===== src/rtl/dzcpu_useq_pkg.sv =====
// Shared opcode definitions for the DZCPU micro-sequencer: uop field layout,
// flow codes, the jump-to-CB op encoding and the sequencer state encodings.
package dzcpu_useq_pkg;

    localparam int UOP_W   = 13;
    localparam int FLOW_HI = 12;
    localparam int FLOW_LO = 9;
    localparam int OP_HI   = 8;
    localparam int OP_LO   = 4;
    localparam int REG_HI  = 3;
    localparam int REG_LO  = 0;

    localparam logic [3:0] FLOW_OP           = 4'd0;
    localparam logic [3:0] FLOW_INC          = 4'd1;
    localparam logic [3:0] FLOW_EOF          = 4'd2;
    localparam logic [3:0] FLOW_INC_EOF      = 4'd3;
    localparam logic [3:0] FLOW_EOF_FU       = 4'd4;
    localparam logic [3:0] FLOW_INC_EOF_FU   = 4'd5;
    localparam logic [3:0] FLOW_INC_EOF_Z    = 4'd6;
    localparam logic [3:0] FLOW_INC_EOF_NZ   = 4'd7;
    localparam logic [3:0] FLOW_UPDATE_FLAGS = 4'd8;

    // Op field value that hands control over to the CB sub-opcode table.
    localparam logic [4:0] OP_JCB = 5'h1F;

    typedef enum logic [2:0] {
        S_FETCH  = 3'd0,
        S_DISP   = 3'd1,
        S_EXEC   = 3'd2,
        S_CBWAIT = 3'd3,
        S_CBDISP = 3'd4
    } state_t;

    function automatic logic [3:0] uop_flow(input logic [UOP_W-1:0] uop);
        return uop[FLOW_HI:FLOW_LO];
    endfunction

    function automatic logic [4:0] uop_op(input logic [UOP_W-1:0] uop);
        return uop[OP_HI:OP_LO];
    endfunction

    function automatic logic [3:0] uop_reg(input logic [UOP_W-1:0] uop);
        return uop[REG_HI:REG_LO];
    endfunction

endpackage


===== src/rtl/dzcpu_useq_if.sv =====
// Bus bundle between the micro-sequencer and its memory, LUTs, ROM and
// execution datapath.
interface dzcpu_useq_if;

    logic [7:0]  iMop;
    logic        iMopValid;
    logic        iStall;
    logic        iZflag;
    logic [7:0]  iFlowIdx;
    logic [7:0]  iCbFlowIdx;
    logic [12:0] iUop;

    logic [7:0]  oIR;
    logic [7:0]  oCbIR;
    logic [7:0]  oUopAddr;
    logic [4:0]  oOp;
    logic [3:0]  oReg;
    logic        oOpEn;
    logic        oPcInc;
    logic        oFlagsWe;
    logic        oEof;
    logic        oFault;
    logic [15:0] oInstrCnt;

    modport slave (
        input  iMop, iMopValid, iStall, iZflag, iFlowIdx, iCbFlowIdx, iUop,
        output oIR, oCbIR, oUopAddr, oOp, oReg, oOpEn, oPcInc, oFlagsWe,
               oEof, oFault, oInstrCnt
    );

    modport master (
        output iMop, iMopValid, iStall, iZflag, iFlowIdx, iCbFlowIdx, iUop,
        input  oIR, oCbIR, oUopAddr, oOp, oReg, oOpEn, oPcInc, oFlagsWe,
               oEof, oFault, oInstrCnt
    );

endinterface


===== src/rtl/dzcpu_useq_flowdec.sv =====
// Combinational decode of a uop flow code plus the Z flag into PC-increment,
// instruction-exit, flag-update and operation-enable qualifiers.
module dzcpu_useq_flowdec
    import dzcpu_useq_pkg::*;
(
    input  logic [3:0] flow,
    input  logic       zflag,
    output logic       inc,
    output logic       take_exit,
    output logic       fu,
    output logic       op_en
);

    // Flow code decode; unassigned codes fall back to plain op behaviour.
    always_comb begin
        inc       = 1'b0;
        take_exit = 1'b0;
        fu        = 1'b0;
        op_en     = 1'b1;
        case (flow)
            FLOW_OP:           op_en = 1'b1;
            FLOW_INC:          inc   = 1'b1;
            FLOW_EOF:          take_exit = 1'b1;
            FLOW_INC_EOF: begin
                inc       = 1'b1;
                take_exit = 1'b1;
            end
            FLOW_EOF_FU: begin
                take_exit = 1'b1;
                fu        = 1'b1;
            end
            FLOW_INC_EOF_FU: begin
                inc       = 1'b1;
                take_exit = 1'b1;
                fu        = 1'b1;
            end
            // Conditional exits skip the operation when taken.
            FLOW_INC_EOF_Z: begin
                inc       = 1'b1;
                take_exit = zflag;
                op_en     = ~zflag;
            end
            FLOW_INC_EOF_NZ: begin
                inc       = 1'b1;
                take_exit = ~zflag;
                op_en     = zflag;
            end
            FLOW_UPDATE_FLAGS: fu = 1'b1;
            default:           op_en = 1'b1;
        endcase
    end

endmodule


===== src/rtl/dzcpu_useq.sv =====
// DZCPU micro-sequencer: fetches opcodes, walks their microcode flows in the
// external ROM, handles CB-prefixed opcodes and guards each flow with a watchdog.
module dzcpu_useq
    import dzcpu_useq_pkg::*;
#(
    parameter int WDOG_MAX = 63
) (
    input  logic         iClock,
    input  logic         iReset,
    dzcpu_useq_if.slave  bus
);

    localparam int             CW       = $clog2(WDOG_MAX + 1);
    localparam logic [CW-1:0]  WDOG_LIM = CW'(WDOG_MAX);

    state_t         state_r;
    logic [7:0]     ir_r;
    logic [7:0]     cbir_r;
    logic [7:0]     uaddr_r;
    logic [15:0]    instr_cnt_r;
    logic [CW-1:0]  ucnt_r;
    logic           fault_r;

    logic [3:0]     flow_s;
    logic [4:0]     op_s;
    logic           dec_inc_s;
    logic           dec_exit_s;
    logic           dec_fu_s;
    logic           dec_op_en_s;
    logic           exec_s;
    logic           jcb_s;
    logic [CW-1:0]  ucnt_next_s;
    logic           wdog_s;
    logic           op_en_s;
    logic           pc_inc_s;
    logic           flags_we_s;
    logic           eof_s;

    assign flow_s = uop_flow(bus.iUop);
    assign op_s   = uop_op(bus.iUop);

    dzcpu_useq_flowdec u_flowdec (
        .flow      (flow_s),
        .zflag     (bus.iZflag),
        .inc       (dec_inc_s),
        .take_exit (dec_exit_s),
        .fu        (dec_fu_s),
        .op_en     (dec_op_en_s)
    );

    // Same-cycle execute qualifiers for the current uop.
    always_comb begin
        exec_s      = (state_r == S_EXEC) && !bus.iStall;
        jcb_s       = (op_s == OP_JCB);
        ucnt_next_s = ucnt_r + CW'(1);
        wdog_s      = exec_s && !dec_exit_s && (ucnt_next_s >= WDOG_LIM);
        op_en_s     = exec_s && dec_op_en_s && !jcb_s;
        pc_inc_s    = exec_s && dec_inc_s;
        flags_we_s  = op_en_s && dec_fu_s;
        eof_s       = exec_s && dec_exit_s;
    end

    // Sequencer state machine with its registered outputs.
    always_ff @(posedge iClock or posedge iReset) begin
        if (iReset) begin
            state_r     <= S_FETCH;
            ir_r        <= 8'h00;
            cbir_r      <= 8'h00;
            uaddr_r     <= 8'h00;
            instr_cnt_r <= 16'h0000;
            ucnt_r      <= '0;
            fault_r     <= 1'b0;
        end else begin
            fault_r <= 1'b0;
            case (state_r)
                S_FETCH: begin
                    if (bus.iMopValid && !bus.iStall) begin
                        ir_r    <= bus.iMop;
                        state_r <= S_DISP;
                    end
                end
                S_DISP: begin
                    if (!bus.iStall) begin
                        uaddr_r <= bus.iFlowIdx;
                        ucnt_r  <= '0;
                        state_r <= S_EXEC;
                    end
                end
                S_EXEC: begin
                    if (!bus.iStall) begin
                        ucnt_r <= ucnt_next_s;
                        if (dec_exit_s) begin
                            instr_cnt_r <= instr_cnt_r + 16'd1;
                            state_r     <= S_FETCH;
                        end else if (wdog_s) begin
                            fault_r <= 1'b1;
                            state_r <= S_FETCH;
                        end else if (jcb_s) begin
                            state_r <= S_CBWAIT;
                        end else begin
                            uaddr_r <= uaddr_r + 8'd1;
                        end
                    end
                end
                S_CBWAIT: begin
                    if (bus.iMopValid && !bus.iStall) begin
                        cbir_r  <= bus.iMop;
                        state_r <= S_CBDISP;
                    end
                end
                S_CBDISP: begin
                    if (!bus.iStall) begin
                        uaddr_r <= bus.iCbFlowIdx;
                        state_r <= S_EXEC;
                    end
                end
                default: state_r <= S_FETCH;
            endcase
        end
    end

    assign bus.oIR       = ir_r;
    assign bus.oCbIR     = cbir_r;
    assign bus.oUopAddr  = uaddr_r;
    assign bus.oOp       = op_s;
    assign bus.oReg      = uop_reg(bus.iUop);
    assign bus.oOpEn     = op_en_s;
    assign bus.oPcInc    = pc_inc_s;
    assign bus.oFlagsWe  = flags_we_s;
    assign bus.oEof      = eof_s;
    assign bus.oFault    = fault_r;
    assign bus.oInstrCnt = instr_cnt_r;

endmodule


===== src/flat_wrapper.sv =====
// flat-port wrapper written by rule: the top's interface ports become plain ports
module dzcpu_useq_flat import dzcpu_useq_pkg::*;
#(
    parameter int WDOG_MAX = 63
)
  (iClock, iReset, bus_iMop, bus_iMopValid, bus_iStall, bus_iZflag, bus_iFlowIdx, bus_iCbFlowIdx, bus_iUop, bus_oIR, bus_oCbIR, bus_oUopAddr, bus_oOp, bus_oReg, bus_oOpEn, bus_oPcInc, bus_oFlagsWe, bus_oEof, bus_oFault, bus_oInstrCnt);
  dzcpu_useq_if bus_i ();
  input  logic iClock;
  input  logic iReset;
  input wire logic [$bits(bus_i.iMop)-1:0] bus_iMop;
  input wire logic [$bits(bus_i.iMopValid)-1:0] bus_iMopValid;
  input wire logic [$bits(bus_i.iStall)-1:0] bus_iStall;
  input wire logic [$bits(bus_i.iZflag)-1:0] bus_iZflag;
  input wire logic [$bits(bus_i.iFlowIdx)-1:0] bus_iFlowIdx;
  input wire logic [$bits(bus_i.iCbFlowIdx)-1:0] bus_iCbFlowIdx;
  input wire logic [$bits(bus_i.iUop)-1:0] bus_iUop;
  output wire logic [$bits(bus_i.oIR)-1:0] bus_oIR;
  output wire logic [$bits(bus_i.oCbIR)-1:0] bus_oCbIR;
  output wire logic [$bits(bus_i.oUopAddr)-1:0] bus_oUopAddr;
  output wire logic [$bits(bus_i.oOp)-1:0] bus_oOp;
  output wire logic [$bits(bus_i.oReg)-1:0] bus_oReg;
  output wire logic [$bits(bus_i.oOpEn)-1:0] bus_oOpEn;
  output wire logic [$bits(bus_i.oPcInc)-1:0] bus_oPcInc;
  output wire logic [$bits(bus_i.oFlagsWe)-1:0] bus_oFlagsWe;
  output wire logic [$bits(bus_i.oEof)-1:0] bus_oEof;
  output wire logic [$bits(bus_i.oFault)-1:0] bus_oFault;
  output wire logic [$bits(bus_i.oInstrCnt)-1:0] bus_oInstrCnt;
  assign bus_i.iMop = bus_iMop;
  assign bus_i.iMopValid = bus_iMopValid;
  assign bus_i.iStall = bus_iStall;
  assign bus_i.iZflag = bus_iZflag;
  assign bus_i.iFlowIdx = bus_iFlowIdx;
  assign bus_i.iCbFlowIdx = bus_iCbFlowIdx;
  assign bus_i.iUop = bus_iUop;
  assign bus_oIR = bus_i.oIR;
  assign bus_oCbIR = bus_i.oCbIR;
  assign bus_oUopAddr = bus_i.oUopAddr;
  assign bus_oOp = bus_i.oOp;
  assign bus_oReg = bus_i.oReg;
  assign bus_oOpEn = bus_i.oOpEn;
  assign bus_oPcInc = bus_i.oPcInc;
  assign bus_oFlagsWe = bus_i.oFlagsWe;
  assign bus_oEof = bus_i.oEof;
  assign bus_oFault = bus_i.oFault;
  assign bus_oInstrCnt = bus_i.oInstrCnt;
  dzcpu_useq #(.WDOG_MAX(WDOG_MAX)) u_core (.iClock(iClock), .iReset(iReset), .bus(bus_i));
endmodule

===== config.mk =====
export PLATFORM = sky130hd
export DESIGN_NAME = dzcpu_useq_flat
export DESIGN_NICKNAME = d
export VERILOG_FILES = /design/src/rtl/dzcpu_useq_pkg.sv /design/src/rtl/dzcpu_useq_if.sv /design/src/rtl/dzcpu_useq_flowdec.sv /design/src/rtl/dzcpu_useq.sv /design/src/flat_wrapper.sv
export SDC_FILE = /design/constraint.sdc
export NUM_CORES = 1
export LEC_CHECK = 0
export BUFFER_PORTS_ARGS = -buffer_cell sky130_fd_sc_hd__buf_2
export CAP_MARGIN = 20
export CORE_ASPECT_RATIO = 1.25
export CORE_MARGIN = 2
export CORE_UTILIZATION = 35
export CTS_BUF_LIST = sky130_fd_sc_hd__clkbuf_8
export CTS_CLUSTER_SIZE = 28
export DETAILED_ROUTE_END_ITERATION = 10
export HOLD_SLACK_MARGIN = 0.05
export SLEW_MARGIN = 30
export SYNTH_ARGS = -nofsm -noshare
export SYNTH_HDL_FRONTEND = slang
export SYNTH_SLANG_ARGS = --single-unit

===== constraint.sdc =====
create_clock -name iClock -period 2.18 [get_ports iClock]
set_clock_uncertainty 0.2 [all_clocks]
set_input_delay 0.327 -clock iClock [delete_from_list [all_inputs] [get_ports iClock]]
set_output_delay 0.327 -clock iClock [all_outputs]
set_load 0.02 [all_outputs]

=== After elaboration in Yosys (flattened, before gate mapping) ===
Index checks and enable logic that the tools add are counted.

* Register bits: 50
* Bits of input ports: 42
* Word-level logic and storage cells: 87

* Add/sub/neg operators: 3
* Order comparisons: 1
* Eq/ne operators: 23
* Mux-type cells: 26
* Bitwise operators: 2
* Reductions and logical operators: 25

{| class="wikitable"
|+ Operators by type and width
! operator !! number
|-
| $mux 8 || 6
|-
| $pmux 8 s3 || 1
|-
| $mux 3 || 7
|-
| $add 16x1->16 const B || 1
|-
| $eq 4x3->1 const B || 4
|-
| $ne 2x2->1 const B || 7
|-
| $mux 6 || 2
|-
| $pmux 3 s4 || 1
|-
| $pmux 6 s2 || 1
|-
| $logic_and 1x1->1 || 9
|-
| $add 8x1->8 const B || 1
|-
| $eq 4x2->1 const B || 2
|-
| $reduce_and 7->1 || 1
|-
| $add 6x1->6 const B || 1
|-
| $eq 3x2->1 const B || 2
|-
| $ge 6x6->1 const B || 1
|-
| $mux 1 || 6
|-
| $reduce_and 3->1 || 2
|-
| $eq 5x5->1 const B || 1
|-
| $reduce_and 5->1 || 1
|-
| $reduce_or 5->1 || 1
|-
| $eq 4x1->1 const B || 1
|-
| $eq 4x4->1 const B || 1
|-
| $ne 2x1->1 const B || 2
|-
| 14 further kinds || 18
|}

=== Depth between registers and ports, before layout ===
* Depth in word-level cells: 10
* Depth in mapped cells: 8
* Mapped depth without buffers: 7

=== By module ===
From an unflattened synthesis, not the netlist that was laid out.

* Cells, all modules: 276
* Area total of the unflattened synthesis: 2856.5 µm²

{| class="wikitable"
|+ Modules (own cells, without submodules)
! module !! instances !! cells each !! area each (µm²) !! sequential area each (µm²)
|-
| dzcpu_useq || 1 || 266 || 2795.2 || 1251.2
|-
| dzcpu_useq_flowdec || 1 || 10 || 61.3 || 0.0
|}

=== Least setup slack after synthesis ===
No wires, ideal clock.

* Kind: register to output
* From: register u_core.state_r[0]
* To: output port bus_oFlagsWe
* Data arrival time: 2.120 ns
* Data required time: 1.653 ns
* Setup slack: -0.467 ns
* Cell stages (with the launch flop): 7
* Path through: dfrtp_1 > buf_6 > nor3_4 > nand2_2 > buf_4 > nor3_1 > nor3b_1

* Word-level cells in the longest chain between the ends: 5

{| class="wikitable"
|+ RTL lines
! element !! line !! source
|-
| start: declaration || dzcpu_useq.sv:16 || <nowiki>state_t state_r;</nowiki>
|-
| start signal: assignment || dzcpu_useq.sv:66 || <nowiki>state_r <= S_FETCH;</nowiki>
|-
| start signal: assignment || dzcpu_useq.sv:79 || <nowiki>state_r <= S_DISP;</nowiki>
|-
| start signal: assignment || dzcpu_useq.sv:86 || <nowiki>state_r <= S_EXEC;</nowiki>
|-
| $eq 3x2->1 || dzcpu_useq.sv:53 || <nowiki>exec_s = (state_r == S_EXEC) && !bus.iStall;</nowiki>
|-
| $logic_and 1x1->1 || dzcpu_useq.sv:53 ||
|-
| $logic_and 1x1->1 (2 in series) || dzcpu_useq.sv:57 || <nowiki>op_en_s = exec_s && dec_op_en_s && !jcb_s;</nowiki>
|-
| named net bus_oOpEn || flat_wrapper.sv:22 || <nowiki>output wire logic [$bits(bus_i.oOpEn)-1:0] bus_oOpEn;</nowiki>
|-
| $logic_and 1x1->1 || dzcpu_useq.sv:59 || <nowiki>flags_we_s = op_en_s && dec_fu_s;</nowiki>
|-
| end: declaration || flat_wrapper.sv:24 || <nowiki>output wire logic [$bits(bus_i.oFlagsWe)-1:0] bus_oFlagsWe;</nowiki>
|}

The timed path passes the listed nets, and every way through them passes these cells.

=== Worst setup path in the final report ===
* From: register u_core.state_r[2]
* To: register u_core.uaddr_r[3], in the netlist u_core.bus.oUopAddr[3]

* Word-level cells in the longest chain between the ends: 6

{| class="wikitable"
|+ RTL lines
! element !! line !! source
|-
| $eq 3x2->1 || dzcpu_useq.sv:53, dzcpu_useq.sv:75 ||
|-
| $logic_and 1x1->1 || dzcpu_useq.sv:53 ||
|-
| $logic_and 1x1->1 (2 in series) || dzcpu_useq.sv:56 || <nowiki>wdog_s = exec_s && !dec_exit_s && (ucnt_next_s >= WDOG_LIM);</nowiki>
|-
| $ne 2x2->1 (no line) || - ||
|-
| $reduce_and 7->1 (no line) || - ||
|-
| end signal: assignment || dzcpu_useq.sv:84 || <nowiki>uaddr_r <= bus.iFlowIdx;</nowiki>
|-
| end signal: assignment || dzcpu_useq.sv:101 || <nowiki>uaddr_r <= uaddr_r + 8'd1;</nowiki>
|-
| end signal: assignment || dzcpu_useq.sv:113 || <nowiki>uaddr_r <= bus.iCbFlowIdx;</nowiki>
|-
| end: declaration || dzcpu_useq.sv:19 || <nowiki>logic [7:0] uaddr_r;</nowiki>
|}

Parallel ways exist; a longest one is shown, timed or not.
A chain may end at the register's enable or synchronous reset.

==> results_dict.tcl <==
set metrics [dict create \
    min_to "u_core.bus.oIR[4]$_DFFE_PP0P_" \
    slew_viol_final 0 \
    tightest_slew_ns 0.4767 \
    synth-seq-area-share 0.4394 \
    rsz0062_at_grt "yes" \
    n_antenna_cell 0 \
    worstSetupPathType "flip-flop to flip-flop" \
    first_iter_violations 70 \
    gp_congestion 0.9133 \
    synth_ff_type "dfrtp_1" \
    arrival_ns 2.09 \
    cp.required_ns 2.18 \
    holdPathStages 2 \
    final_nets 423 \
    synth_edf_count 0 \
    initial_core_util 0.3633 \
    slew_headroom 0.6810 \
    ys_warn_count 0 \
    dp_hpwl_um 4996 \
    min_period_over_period 0.9600 \
    fin_area_um2 3760 \
    synthAdderAreaFrac 0.01757 \
    drive_gt1_frac 0.4577 \
    postSynthAreaPerCell_um2 10.63 \
    ir_worst_vdd_uv 621.1 \
    setup_viol 0 \
    synth.top_cell.area_share 0.4394 \
    synth_most_common_cell "dfrtp_1" \
    rows 36 \
    synth_top_family_by_area "simple AND/OR/NAND/NOR gates" \
    clockRootBuffer "clkbuf_8" \
    vias_per_cell 5.097 \
    drv_cap 0 \
    clockBufferDepth 2 \
    synthSimpleGateAreaFrac 0.1788 \
    cp_slowest_cell "dfrtp_2" \
    cts.sinks 50 \
    r2r-start "u_core.state_r[2]$_DFFE_PP0P_" \
    period_needed_ns 2.093 \
    synth_cell_type_count 58 \
    syn_inst 268 \
    post-route-util 0.4797 \
    cts_buffers 5 \
    worstPathMaxFanout 4 \
    synth_mux_area_frac 0.09754 \
    die_width_um 84.68 \
    gr-total-overflow 0 \
    synth_common_cells "dfrtp_1, nand3_1, mux2_2" \
    routed_wl_um 6744 \
    reg2reg_to "u_core.bus.oUopAddr[3]$_DFFE_PP0P_" \
    powerDensity_nw_per_um2 1304 \
    path_cells "buf_4 > or3b_4 > o21ba_4 > a21oi_2 > nor2_4 > nand2_4 > mux2_4" \
    ys_ff_latch 50 \
    vias 2411 \
    reg2reg_depth 7 \
    synth-async-reset-ratio 1.000 \
    die_area_um2 8879 \
    core_um2 7838 \
    grt_use_total 0.1550 \
    wire_per_inst_um 14.26 \
    grt_pass1_vias 2464 \
    clk_pin_slew_worst_paths_ns 0.10 \
    critPathMaxStageDelay_ns 0.44 \
    synth-xor-area-share 0.06766 \
    grt_pass1_wl_um 11380 \
    cts_tree "done" \
    yosys-top-cells-area "dfrtp_1, mux2_2, xnor2_1" \
    r2r_slack_ns 0.09 \
    synth_compound_area_frac 0.1459 \
    first_pass_iters 4 \
    p_leak_nw 1.844 \
    post_dp_cell_area_um2 3478 \
    fillers 774 \
    ant_nets 0 \
    antenna_found_initial 0 \
    synth_area_um2 2848 \
    pin_count 96 \
    io_buffers 87 \
    status "finished clean" \
    clkLatencyLatePin_ns 0.30 \
    drc_errors 0 \
    yosys.area.top_type "dfrtp_1" \
    htreeDepth 2 \
    area_growth_pct 32.03 \
    crit_path_start_kind "flip-flop" \
    synthesis.nets 314 \
    hold_violations 0 \
    die_h_um 104.9 \
    max_freq_mhz 477.8 \
    hp-class "input pin to flip-flop" \
    crit_path_end_kind "flip-flop" \
    grt_max_degree 51 \
    min_from "bus_iMop[4]" \
]
==> logic make-up after synthesis <==
group | Yosys count
buffers and inverters | 26
AO/OA/AOI/OAI | 59
AND/OR/NAND/NOR | 83
multiplexers | 24
flip-flops | 50
XOR/XNOR | 22
adder cells (fa/ha/maj) | 4
==> report_power, final <==
group	internal (mW)	leakage [nW]	switching, mW
clock	0.460	0.0683	0.326
combinational	1.23	1.14	1.35
sequential	1.25	0.633	0.291
total	2.93	1.84	1.97
==> routing by layer <==
| layer | GRT usage | share of wire |
|---|---|---|
| met1 | 0.2019 | 0.45 |
| met2 | 0.2570 | 0.48 |
| met3 | 0.03791 | 0.063 |
| met4 | 0.04082 | 0.0053 |
| met5 | 0 | 0 |
==> placed cells by master, fill, tap and decap left out, types with 3 or more instances in the layout <==
master / Yosys / layout
mux2i_1: 3 / 3
a21oi_1: 6 / 6
o22ai_1: 7 / 7
dfrtp_2: 0 / 4
o2bb2ai_1: 5 / 5
nor2_1: 15 / 15
buf_4: 10 / 26
mux2_2: 18 / 18
o21ai_0: 16 / 16
nand3_1: 19 / 19
nand4_1: 3 / 3
ha_1: 4 / 3
a221oi_1: 3 / 3
dlygate4sd3_1: 0 / 3
inv_1: 8 / 7
mux2_4: 3 / 3
a22o_1: 5 / 5
clkbuf_8: 0 / 5
xnor2_1: 14 / 14
and3_1: 7 / 7
dfrtp_1: 50 / 46
nor3_1: 6 / 5
buf_2: 1 / 85
nand2_1: 14 / 13
xor2_1: 8 / 8
==> critical path: cells and delay by family, from the launching register on <==
family	cells	cell delay (ns)
flip-flops	1	0.44
AND/OR/NAND/NOR	3	0.59
buffers and inverters	1	0.16
AO/OA/AOI/OAI	2	0.31
multiplexers	1	0.29
==> metrics by stage <==
stage	setup slack [ns]	TNS, ns	cells	hold WS, ns	total power, mW
final	0.08726	0	473	0.06540	4.903
after detailed placement	0.05730	0	453	0.2006	3.993
after global routing	-0.004859	-0.007848	473	0.06191	5.249
after CTS	0.01602	0	467	0.05300	4.844
after global placement	0.09098	0	453	0.1976	3.954
after floorplan	0.05097	0	268	0.2696	3.209
==> state kept, by name, indices dropped and copies added, names as in the netlist <==
name                  cells
u_core.bus.oInstrCnt     16
u_core.bus.oCbIR          8
u_core.bus.oIR            8
u_core.bus.oUopAddr       8
u_core.ucnt_r             6
u_core.state_r            3
u_core.bus.oFault         1
==> worst max-delay path by stage <==
stage,slack [ns],to,depth (start not counted),startpoint
after floorplan,0.05,bus_oFlagsWe,6,u_core.state_r[0]$_DFFE_PP0P_
after global placement,0.09,u_core.bus.oInstrCnt[8]$_DFFE_PP0P_,7,bus_iUop[11]
after detailed placement,0.06,u_core.bus.oUopAddr[3]$_DFFE_PP0P_,7,u_core.ucnt_r[1]$_DFFE_PP0P_
after CTS,0.02,bus_oFlagsWe,5,u_core.state_r[1]$_DFFE_PP0P_
after global routing,-0.005,bus_oFlagsWe,5,u_core.state_r[0]$_DFFE_PP0P_
final,0.09,u_core.bus.oUopAddr[3]$_DFFE_PP0P_,7,u_core.state_r[2]$_DFFE_PP0P_
==> final cells by class <==
cell class	count	area (um2)	area share
Multi-Input combinational cell	192	1496	0.3980
Sequential cell	50	1256	0.3341
Timing Repair Buffer	118	713.2	0.1897
Tap cell	95	118.9	0.03161
Clock buffer	5	68.82	0.01830
Clock inverter	3	68.82	0.01830
Inverter	10	37.54	0.009983
==> what timing repair did <==
action / 4_1_cts / 5_1_grt
setup endpoints to repair: 2 / 16
buffers inserted: 3 / 6
pin swaps: 0 / 4
hold buffers: 3 / 0
resized for setup: 3 / 10
endpoints found under the hold margin: 52 / 0
Note: power is estimated with default switching activity, not from simulation.
